### src/rtl/adc_channel_deskew.sv
// Four-channel ADC deskew: measures integer-cycle skew from a training marker and
// delays the earlier channels so all four buses leave on the same clk cycle.
module adc_channel_deskew #(
  parameter int                        ADC_DATA_WIDTH    = 8,
  parameter int                        PARALLEL_PATH_NUM = 2,
  parameter logic [ADC_DATA_WIDTH-1:0] MARKER            = 8'h7F,
  parameter int                        MAX_SKEW          = 7,
  parameter int                        SEARCH_TIMEOUT    = 1023
) (
  input  logic                                        clk,
  input  logic                                        arst_data_sync,
  input  logic                                        align_start,
  input  logic [ADC_DATA_WIDTH*PARALLEL_PATH_NUM-1:0] din_AH,
  input  logic [ADC_DATA_WIDTH*PARALLEL_PATH_NUM-1:0] din_AL,
  input  logic [ADC_DATA_WIDTH*PARALLEL_PATH_NUM-1:0] din_BH,
  input  logic [ADC_DATA_WIDTH*PARALLEL_PATH_NUM-1:0] din_BL,
  input  logic [ADC_DATA_WIDTH*PARALLEL_PATH_NUM-1:0] din_CH,
  input  logic [ADC_DATA_WIDTH*PARALLEL_PATH_NUM-1:0] din_CL,
  input  logic [ADC_DATA_WIDTH*PARALLEL_PATH_NUM-1:0] din_DH,
  input  logic [ADC_DATA_WIDTH*PARALLEL_PATH_NUM-1:0] din_DL,
  output logic [ADC_DATA_WIDTH*PARALLEL_PATH_NUM-1:0] dout_AH,
  output logic [ADC_DATA_WIDTH*PARALLEL_PATH_NUM-1:0] dout_AL,
  output logic [ADC_DATA_WIDTH*PARALLEL_PATH_NUM-1:0] dout_BH,
  output logic [ADC_DATA_WIDTH*PARALLEL_PATH_NUM-1:0] dout_BL,
  output logic [ADC_DATA_WIDTH*PARALLEL_PATH_NUM-1:0] dout_CH,
  output logic [ADC_DATA_WIDTH*PARALLEL_PATH_NUM-1:0] dout_CL,
  output logic [ADC_DATA_WIDTH*PARALLEL_PATH_NUM-1:0] dout_DH,
  output logic [ADC_DATA_WIDTH*PARALLEL_PATH_NUM-1:0] dout_DL,
  output logic                                        aligned,
  output logic                                        align_fail,
  output logic                                        busy,
  output logic [$clog2(MAX_SKEW+1)-1:0]               delay_A,
  output logic [$clog2(MAX_SKEW+1)-1:0]               delay_B,
  output logic [$clog2(MAX_SKEW+1)-1:0]               delay_C,
  output logic [$clog2(MAX_SKEW+1)-1:0]               delay_D
);

  localparam int BW = ADC_DATA_WIDTH * PARALLEL_PATH_NUM;
  localparam int WW = 2 * BW;
  localparam int DW = $clog2(MAX_SKEW + 1);
  localparam int CW = $clog2(SEARCH_TIMEOUT + 1);
  localparam int NW = $clog2(MAX_SKEW + 2);

  typedef enum logic [2:0] {StIdle, StArm, StSearch, StLocked, StFail} state_e;

  state_e state_q, state_d;
  logic   aligned_q, aligned_d, fail_q, fail_d, busy_q, busy_d;

  logic [WW-1:0] din_ch [4];
  logic [3:0]    match;

  assign din_ch[0] = {din_AH, din_AL};
  assign din_ch[1] = {din_BH, din_BL};
  assign din_ch[2] = {din_CH, din_CL};
  assign din_ch[3] = {din_DH, din_DL};
  assign match[0]  = (din_AH[ADC_DATA_WIDTH-1:0] == MARKER);
  assign match[1]  = (din_BH[ADC_DATA_WIDTH-1:0] == MARKER);
  assign match[2]  = (din_CH[ADC_DATA_WIDTH-1:0] == MARKER);
  assign match[3]  = (din_DH[ADC_DATA_WIDTH-1:0] == MARKER);

  logic [CW-1:0] cnt_q;
  logic [CW-1:0] arr_q [4];
  logic [3:0]    hit_q;
  logic          started_q;
  logic [NW-1:0] win_q;
  logic [DW-1:0] delay_q [4];

  logic [3:0]    hit_new, hit_all;
  logic          all_hit, skew_ok, win_expired, timed_out;
  logic [CW-1:0] arr_eff [4];
  logic [DW-1:0] delay_calc [4];

  // The last channel to hit always hits on the current cycle, so cnt_q is max(arr).
  always_comb begin
    hit_new     = match & ~hit_q;
    hit_all     = match | hit_q;
    all_hit     = &hit_all;
    skew_ok     = !started_q || (win_q < NW'(MAX_SKEW));
    win_expired = started_q && (win_q >= NW'(MAX_SKEW));
    timed_out   = (hit_all == 4'b0000) && (cnt_q >= CW'(SEARCH_TIMEOUT - 1));
    for (int i = 0; i < 4; i++) begin
      arr_eff[i]    = hit_new[i] ? cnt_q : arr_q[i];
      delay_calc[i] = DW'(cnt_q - arr_eff[i]);
    end
  end

  always_ff @(posedge clk) begin
    if (arst_data_sync) begin
      state_q   <= StIdle;
      aligned_q <= 1'b0;
      fail_q    <= 1'b0;
      busy_q    <= 1'b0;
    end else begin
      state_q   <= state_d;
      aligned_q <= aligned_d;
      fail_q    <= fail_d;
      busy_q    <= busy_d;
    end
  end

  always_comb begin
    state_d = state_q;
    unique case (state_q)
      StIdle:   if (align_start) state_d = StArm;
      StArm:    state_d = align_start ? StArm : StSearch;
      StSearch: begin
        if (align_start) begin
          state_d = StArm;
        end else if (all_hit) begin
          state_d = skew_ok ? StLocked : StFail;
        end else if (win_expired || timed_out) begin
          state_d = StFail;
        end
      end
      StLocked: if (align_start) state_d = StArm;
      StFail:   if (align_start) state_d = StArm;
      default:  state_d = StIdle;
    endcase
  end

  always_comb begin
    aligned_d = (state_q == StLocked);
    fail_d    = (state_q == StFail);
    busy_d    = (state_q == StArm) || (state_q == StSearch);
  end

  always_ff @(posedge clk) begin
    if (arst_data_sync) begin
      cnt_q     <= '0;
      hit_q     <= '0;
      started_q <= 1'b0;
      win_q     <= '0;
      for (int i = 0; i < 4; i++) begin
        arr_q[i]   <= '0;
        delay_q[i] <= '0;
      end
    end else if (state_q == StArm) begin
      cnt_q     <= '0;
      hit_q     <= '0;
      started_q <= 1'b0;
      win_q     <= '0;
      for (int i = 0; i < 4; i++) delay_q[i] <= '0;
    end else if (state_q == StSearch) begin
      if (cnt_q != CW'(SEARCH_TIMEOUT)) cnt_q <= cnt_q + CW'(1);
      hit_q <= hit_all;
      for (int i = 0; i < 4; i++) begin
        if (hit_new[i]) arr_q[i] <= cnt_q;
      end
      if (!started_q && (hit_new != 4'b0000)) begin
        started_q <= 1'b1;
        win_q     <= '0;
      end else if (started_q && (win_q != NW'(MAX_SKEW + 1))) begin
        win_q <= win_q + NW'(1);
      end
      if (state_d == StLocked) begin
        for (int i = 0; i < 4; i++) delay_q[i] <= delay_calc[i];
      end
    end
  end

  // tap[i][k] is channel i delayed by k cycles; tap 0 is the live input.
  logic [WW-1:0] sr_q   [4][MAX_SKEW];
  logic [WW-1:0] tap    [4][MAX_SKEW+1];
  logic [WW-1:0] dout_q [4];

  always_comb begin
    for (int i = 0; i < 4; i++) begin
      tap[i][0] = din_ch[i];
      for (int k = 1; k <= MAX_SKEW; k++) tap[i][k] = sr_q[i][k-1];
    end
  end

  always_ff @(posedge clk) begin
    if (arst_data_sync) begin
      for (int i = 0; i < 4; i++) begin
        dout_q[i] <= '0;
        for (int k = 0; k < MAX_SKEW; k++) sr_q[i][k] <= '0;
      end
    end else begin
      for (int i = 0; i < 4; i++) begin
        sr_q[i][0] <= din_ch[i];
        for (int k = 1; k < MAX_SKEW; k++) sr_q[i][k] <= sr_q[i][k-1];
        dout_q[i] <= tap[i][delay_q[i]];
      end
    end
  end

  assign dout_AH    = dout_q[0][WW-1:BW];
  assign dout_AL    = dout_q[0][BW-1:0];
  assign dout_BH    = dout_q[1][WW-1:BW];
  assign dout_BL    = dout_q[1][BW-1:0];
  assign dout_CH    = dout_q[2][WW-1:BW];
  assign dout_CL    = dout_q[2][BW-1:0];
  assign dout_DH    = dout_q[3][WW-1:BW];
  assign dout_DL    = dout_q[3][BW-1:0];
  assign delay_A    = delay_q[0];
  assign delay_B    = delay_q[1];
  assign delay_C    = delay_q[2];
  assign delay_D    = delay_q[3];
  assign aligned    = aligned_q;
  assign align_fail = fail_q;
  assign busy       = busy_q;

endmodule

### config.mk
export PLATFORM = sky130hd
export DESIGN_NAME = adc_channel_deskew
export DESIGN_NICKNAME = d
export VERILOG_FILES = /design/src/rtl/adc_channel_deskew.sv
export SDC_FILE = /design/constraint.sdc
export NUM_CORES = 1
export LEC_CHECK = 0
export ABC_CLOCK_PERIOD_IN_PS = 7000
export BUFFER_PORTS_ARGS = -buffer_cell sky130_fd_sc_hd__clkbuf_2
export CAP_MARGIN = 20
export CORE_ASPECT_RATIO = 0.9
export CORE_MARGIN = 2
export CORE_UTILIZATION = 50
export DETAILED_ROUTE_END_ITERATION = 10
export PLACE_DENSITY = 0.68
export SLEW_MARGIN = 0
export SYNTH_ARGS = -nofsm -noshare
export SYNTH_HDL_FRONTEND = slang
export SYNTH_SLANG_ARGS = --single-unit
### constraint.sdc
create_clock -name clk -period 7 [get_ports clk]
set_input_delay 0.7 -clock clk [delete_from_list [all_inputs] [get_ports clk]]
set_output_delay 0.7 -clock clk [all_outputs]
set_load 0.02 [all_outputs]
; Word-level counts from Yosys, hierarchy flattened
; Memories as Yosys holds them, arrays and structs flattened.
; Index checks and enable logic that the tools add are counted.
; W data, S select, Z words.
[classes]
addsub = 6
magnitude_cmp = 7
eq_ne = 11
muxes = 100
n_bitwise = 51
n_reduce_logical = 18
[op_table]
columns = operator, count
row1 = $mux W32, 40
row2 = $bmux W32 S3, 4
row3 = $mux W3, 17
row4 = $or A1 B1 Y1, 44
row5 = $mux W10, 4
row6 = $eq A8 B7 Y1 const B, 4
row7 = $mux W1, 31
row8 = $ge A4 B4 Y1 const B, 4
row9 = $not A3 Y4, 4
row10 = $sub A3 B3 Y3, 4
row11 = $add A10 B1 Y10 const B, 1
row12 = $ge A10 B10 Y1 const B, 1
row13 = $ne A10 B10 Y1 const B, 1
row14 = $eq A3 B2 Y1 const B, 3
row15 = $pmux W3 S3, 1
row16 = $mux W4, 2
row17 = $reduce_and A2 Y1, 3
row18 = $add A4 B1 Y4 const B, 1
row19 = $and A4 B4 Y4, 1
row20 = $ge A4 B3 Y1 const B, 1
row21 = $logic_and A1 B1 Y1, 4
row22 = $logic_not A4 Y1, 1
row23 = $lt A4 B3 Y1 const B, 1
row24 = $ne A4 B4 Y1 const B, 1
row25 = 13 further kinds, 15
[totals]
regBits = 25
ramBits = 1076
input_bits = 131
out_inout_bits = 143
elab_cells = 205
mem_count = 4
[mem_list]
columns = memory, words, width, rd, rd_ports_with_merged_regs, write_ports, line
row1 = sr_q, 4, 224, 4, 0, 4, 162  ; logic [WW-1:0] sr_q [4][MAX_SKEW];
row2 = dout_q, 4, 32, 4, 0, 4, 164  ; logic [WW-1:0] dout_q [4];
row3 = arr_q, 4, 10, 4, 0, 4, 62  ; logic [CW-1:0] arr_q [4];
row4 = delay_q, 4, 3, 4, 0, 4, 66  ; logic [DW-1:0] delay_q [4];

; Depth between registers and ports, before layout
; Gate-level depths: netlist of the first run.
[logic_depth]
ltp_word = 16
ltp_mapped = 10
ltp_nobuf = 9

; Worst setup path before layout of the first run
; Ideal clock, no wire load.
[synth_timing]
kind = input -> register
startpoint = input din_CH[7]
endpoint = memory delay_q[2][2] (netlist bit)
setup_time_ns = 0.121
t_arrival_ns = 2.575
setup_slack_ns = 4.303
cell_stages = 10
path_cell_list = nand4b_1 or3_1 clkbuf_1 nand2_1 o21ai_0 ha_1 fa_1 xor2_1 nor2_1 mux2_4
[synth_lines]
columns = item, line
row1 = start: declaration, 17  ; input logic [ADC_DATA_WIDTH*PARALLEL_PATH_NUM-1:0] din_CH,
row2 = end: declaration, 66

==> impl_metrics.csv, run 1 <==
group,metric,value,unit
cts,clock_tree.root_cell,"clkbuf_16",
critical_path,r2r_cells,5,
cts,post_cts_buffers,0,
job,max_cap_viol_count,0,
floorplanning,rows,94,
critical_path,crit_path_start_kind,"flip-flop",
cts,cts.repair.resized,0,
synth,ys_ff_latch,1073,
detailed_routing,firstDrtPassIters,5,
timing,timing.final.hold_violations,0,
synth,synth-warning-count,0,
timing,setup_violations,0,
critical_path,reg2reg_to,"dout_q[0][54]",
floorplanning,die_w,290.4,um
final_layout,layout.cells.non_filler,4131,
pwr,swShare,0.2161,
critical_path,critPathLaunch,"delay_q[1][0]",
pwr,pwr-share-clk,0.452,
place,postPlaceCellArea,38870,um2
synth,syn_nets,3023,
place,hpwl,42.12,mm
floorplanning,dieArea,76000,um2
synth,synth_simple_gate_area_frac,0.1810,
synth,synth.area.mux_share,0.1919,
synth,yosysSeqAreaShare,0.5877,
grt,grt_max_degree,269,
final_layout,layout_common_cells,"1049 x dfxtp_1, 896 x nor2b_1, 272 x clkbuf_2",
timing,maxSlewHeadroom,0.2771,
final_layout,fillers,5892,
detailed_routing,route.detailed.drc,0,
timing,period_share,0.5247,
pwr,power_density,304.1,nW/um2
synth,ys_async_sr_fraction,0,
synth,synth_xor_area_frac,0.003560,
synth,synthesis.area,36910,um2
synth,netlist-cell-type-count,51,
detailed_routing,antenna_left,0,
pwr,peakVddDrop,0.0002135,V
pwr,power_frac_seq,0.493,
detailed_routing,avgRoutedWirePerCell,16.82,um
place,gp_congestion,0.7681,
timing,finalCriticalPeriod,3.673,ns
timing,fin_setup_tns,0,ns
cts,cts.path.max_buffers,3,
critical_path,cp.required,6.30,ns
pwr,pwr-share-comb,0.055,
pwr,internal_power,10.14,mW
timing,slew_viol_final,0,
grt,grt_pass1_vias,21920,
final_layout,fin_area,42530,um2
synth,syn_area_per_cell,12.81,um2
critical_path,crit_arrival,2.97,ns
detailed_routing,via_count,20890,
grt,grt.overflow.total,0,
final_layout,drive_above_1_share,0.2317,
synth,synth_top_family_by_area,"multiplexers",
synth,synthCells,2880,
floorplanning,num_io_pins,274,
grt,track_usage,0.1831,
detailed_routing,vias_per_cell,5.057,
final_layout,synthToLayoutAreaGrowth,15.25,%
grt,antenna_found_initial,4,
critical_path,cp-endpoint,"delay_B[0]",
place,post-place-ws,3.845,ns
floorplanning,die_height,261.7,um
critical_path,path_class,"flip-flop to primary output",
min_path,worst_hold_path_type,"input pin to flip-flop",
cts,clk_pin_slew,0.06,ns
timing,rsz0062_at_grt,"false",
synth,synth_fa_ha_area_frac,0.004882,
timing,fmax,272.3,MHz
cts,clkLatencyLatePin,0.65,ns
final_layout,finish.utilization,0.5824,
synth,synth_compound_area_frac,0.008340,
timing,worst_pin_slew,1.084,ns
critical_path,ff2ff_setup_slack,4.02,ns
detailed_routing,wl,69.50,mm
cts,clock_sinks,1073,
timing,finalClockSkew,0.02086,ns
synth,synth_edf_count,21,
cts,hold_buffers,0,
critical_path,critPathCaptureType,"primary output",
pwr,p_sw,2.795,mW
timing,finalWorstSetupSlack,3.327,ns
pwr,p_leak,16.47,nW
critical_path,crit_fanout,30,
critical_path,r2r_start,"delay_q[1][0]",
grt,grt_pass1_wl,114.4,mm
final_layout,fin_nets,3225,
floorplanning,start_util,0.5053,
timing,whs,0.2795,ns
cts,tritoncts,"yes",
cts,cts.htree.levels,3,
synth,yosys_most_used_dff,"dfxtp_1",
final_layout,final_common_cell,"dfxtp_1",
pwr,power.total,12.94,mW
place,portBuffers,273,
place,dp.cells,3937,
cts,cts_inserted_buffers,103,
detailed_routing,initialDrtViolationCount,1094,
floorplanning,core-area,73040,um2
run_status,status,"complete, no violations",
## flip-flops by register name, summed over array words and instances (netlist names)
name,flops
align_fail,1
cnt_q,10
state_q,3
aligned,1
win_q,4
busy,1
arr_q,12
delay_q,12
sr_q,896
hit_q,4
started_q,1
dout_q,128
## Yosys cell counts (all sizes together), types with 2 or more instances
cell type | instances | area (um2)
nand4b | 3 | 26.28
fa | 4 | 80.08
clkbuf | 153 | 574.3
ha | 8 | 100.1
a31oi | 3 | 18.77
xor2 | 14 | 122.6
nor3b | 2 | 15.01
nor2b | 896 | 5605
buf | 46 | 237.7
nand2b | 3 | 18.77
mux4 | 256 | 5766
nand2 | 25 | 101.4
and4 | 2 | 17.52
nand4 | 6 | 37.54
mux2i | 130 | 1301
and3 | 3 | 23.77
dfxtp | 1052 | 21060
nand3 | 4 | 20.02
a21oi | 9 | 45.04
nor4 | 2 | 12.51
nor3 | 4 | 20.02
and2 | 2 | 12.51
or2 | 4 | 25.02
or3 | 5 | 31.28
nor2 | 176 | 660.6
inv | 6 | 22.52
o21bai | 7 | 52.55
edfxtp | 21 | 630.6
or3b | 2 | 17.52
a41oi | 3 | 45.05
o21ai | 16 | 80.08
## power by group through the flow
stage	logic, mW	clock network, mW	registers [mW]
6_report	0.712	5.85	6.38
4_1_cts	0.727	5.99	6.38
2_1_floorplan	0.471	0	6.54
5_1_grt	0.780	6.25	6.39
3_5_place_dp	0.724	0	6.51
3_3_place_gp	0.708	0	6.50
## layout make-up
cell class	count	area [um2]	share of cell area
flip-flops and latches	1073	21700	0.5101
clock buffers	147	3007	0.07069
inverters	6	22.52	0.0005295
repair buffers	296	1574	0.03701
multi-input cells	1602	14380	0.3381
well taps	960	1201	0.02824
clock inverters	44	645.6	0.01518
diodes	3	7.507	0.0001765
## layer usage
metal / vias up / share of wire / GRT usage
li1: 10080 / - / -
met1: 10380 / 0.46 / 0.2458
met2: 312 / 0.48 / 0.3054
met3: 123 / 0.034 / 0.03019
met4: 2 / 0.026 / 0.06004
met5: - / 0.00017 / 0
## worst min-delay path by stage
stage / cells past startpoint / start / to
floorplan: 1 / sr_q[0][32] / sr_q[0][0]
global placement: 1 / sr_q[0][333] / sr_q[0][301]
detailed placement: 1 / sr_q[0][155] / sr_q[0][123]
CTS: 2 / din_DH[8] / sr_q[1][440]
global route: 2 / din_CH[13] / sr_q[1][221]
finish: 2 / din_DH[8] / sr_q[1][440]
## critical path, stage by stage, from the launching register on
cell	delay, ns
edfxtp_1	0.84
buf_4	0.56
buf_4	0.60
clkbuf_2	0.28
## kinds of logic after synthesis
family / count (synthesis)
xor+xnor: 15
compound gates: 45
buf+inv: 205
fa+ha+maj: 12
simple gates: 1143
flops: 1073
mux: 387
Note: power is estimated with default switching activity, not from simulation.
==> inputs of run 2 (changes only) <==
ABC_CLOCK_PERIOD_IN_PS = 3700   (was 7000)
clock period = 3.7 ns   (was 7 ns; I/O delays follow)
==> run 2 against run 1 <==
Against the previous run:
- critical path depth up 8
- largest cell class unchanged
- highest routed layer is now met4
- sequential share of layout area decreased by 1.6 points
- critical path type is now input pin to flip-flop
- worst hold slack worse by 0.12 ns
- core utilization increased by 1.8 points
- critical endpoint is now delay_q[2][2]
- combinational power rose by 110%
==> impl_metrics.csv, run 2 (synthesis gave the netlist of run 1 again) <==
group,metric,value,unit
timing,finalClockSkew,0.01858,ns
place,gp_congestion,0.7896,
timing,fin_setup_tns,0,ns
detailed_routing,route.detailed.drc,0,
grt,grt_pass1_vias,22530,
floorplanning,rows,94,
detailed_routing,avgRoutedWirePerCell,16.43,um
critical_path,critPathLaunch,"din_CH[0]",
final_layout,synthToLayoutAreaGrowth,18.90,%
detailed_routing,initialDrtViolationCount,1068,
final_layout,regMostFlops,"sr_q",
run_status,status,"complete, no violations",
detailed_routing,vias_per_cell,5.018,
final_layout,drive_above_1_share,0.2233,
floorplanning,dieArea,76000,um2
final_layout,top_regs,"sr_q x896, dout_q x128",
floorplanning,core-area,73040,um2
cts,cts.htree.levels,3,
timing,rsz0062_at_grt,"false",
floorplanning,die_w,290.4,um
grt,grt_pass1_wl,115.5,mm
cts,clkLatencyLatePin,0.65,ns
floorplanning,num_io_pins,274,
floorplanning,start_util,0.5053,
timing,finalWorstSetupSlack,0.9056,ns
cts,cts_inserted_buffers,106,
timing,finalCriticalPeriod,2.794,ns
detailed_routing,firstDrtPassIters,4,
detailed_routing,wl,70.06,mm
pwr,pwr-share-clk,0.446,
detailed_routing,antenna_left,0,
timing,setup_violations,0,
critical_path,crit_path_start_kind,"input pin",
pwr,p_leak,17.03,nW
pwr,peakVddDrop,0.0003701,V
min_path,min_from,"arst_data_sync",
place,portBuffers,273,
critical_path,crit_fanout,10,
timing,timing.final.hold_violations,0,
critical_path,path_class,"input pin to flip-flop",
final_layout,largest_register_ffs,896,
place,hpwl,42.18,mm
critical_path,critPathCaptureType,"flip-flop",
pwr,swShare,0.2191,
timing,maxSlewHeadroom,0.3119,
timing,fmax,357.9,MHz
critical_path,cp_slowest_stage_delay,0.59,ns
final_layout,fin_nets,3358,
cts,clk_pin_slew,0.06,ns
critical_path,crit_buf_inv,2,
detailed_routing,via_count,21390,
cts,tritoncts,"yes",
grt,antenna_found_initial,2,
min_path,worst_hold_path_type,"input pin to flip-flop",
grt,track_usage,0.1841,
pwr,internal_power,19.08,mW
cts,clock_tree.root_cell,"clkbuf_16",
timing,period_share,0.7553,
cts,post_cts_buffers,0,
floorplanning,die_height,261.7,um
timing,slew_viol_final,0,
place,post-place-ws,0.7174,ns
pwr,power_density,556.6,nW/um2
final_layout,fillers,5698,
timing,whs,0.1572,ns
final_layout,final_common_cell,"dfxtp_1",
grt,grt.overflow.total,0,
pwr,p_sw,5.351,mW
critical_path,crit_arrival,3.31,ns
cts,clock_sinks,1073,
critical_path,cp_slowest_cell,"or3_1",
critical_path,r2r_start,"win_q[0]",
pwr,pwr-share-comb,0.060,
final_layout,layout_common_cells,"1049 x dfxtp_1, 896 x nor2b_1, 272 x clkbuf_2",
timing,worst_pin_slew,1.032,ns
critical_path,cp.required,4.22,ns
cts,cts.path.max_buffers,3,
grt,grt_max_degree,248,
critical_path,path_delay_family,"simple AND/OR/NAND/NOR gates",
pwr,power_frac_seq,0.494,
critical_path,worstPathCellList,"dlygate4sd3_1, clkbuf_2, nand4_1, or3_1, nand2_1, o21ai_0, ha_1, fa_1, xor2_1, nor2_1, mux2_4",
job,max_cap_viol_count,0,
run 2: final cells by class:
type / count / area [um2] / share of cell area
flip-flops and latches: 1073 / 21700 / 0.4944
multi-input cells: 1602 / 14380 / 0.3277
clock buffers: 144 / 2988 / 0.06809
repair buffers: 426 / 2985 / 0.06803
well taps: 960 / 1201 / 0.02737
clock inverters: 49 / 600.6 / 0.01369
inverters: 6 / 22.52 / 0.0005132
diodes: 3 / 7.507 / 0.0001711
run 2: metal layers:
metal	up-vias	wire length [um]	GRT usage
li1	10340	-	-
met1	10630	32350	0.2484
met5	-	0	0
met2	305	33850	0.3065
met4	0	1629	0.05888
met3	112	2229	0.03011
run 2: worst paths after layout:
path | end | depth (start not counted) | slack [ns]
worst max-delay path | delay_q[2][2] | 11 | 0.91
worst min-delay path | sr_q[1][342] | 2 | 0.16
worst max register to register | delay_q[0][0] | 7 | 1.15
worst min register to register | sr_q[0][257] | 1 | 0.45
run 2: worst register-to-register path, delay by kind of cell, from the launching register on:
kind	cells	cell delay [ns]
flops	1	0.35
simple gates	4	1.36
fa+ha+maj	1	0.24
compound gates	2	0.30
run 2: stage by stage:
step | std cells | power [mW] | util | area [um2]
2_1_floorplan | 2880 | 13.27 | - | 36910
3_3_place_gp | 3938 | 13.65 | 0.5339 | 38990
3_5_place_dp | 3938 | 13.69 | 0.5339 | 38990
4_1_cts | 4260 | 24.73 | 0.6007 | 43870
5_1_grt | 4261 | 25.35 | 0.6007 | 43880
6_report | 4263 | 24.43 | 0.6008 | 43880
run 2: power by group through the flow:
stage                     Combinational, mW  Clock, mW  Sequential [mW]
after floorplan                       0.891          0             12.4
after global placement                 1.35          0             12.3
after detailed placement               1.37          0             12.3
after CTS                              1.49       11.2             12.1
after global routing                   1.60       11.7             12.1
final                                  1.47       10.9             12.1
run 2: repair_timing:
action,CTS,global route
endpoints found under the hold margin,130,0
hold buffers,129,0
resized for setup,0,0
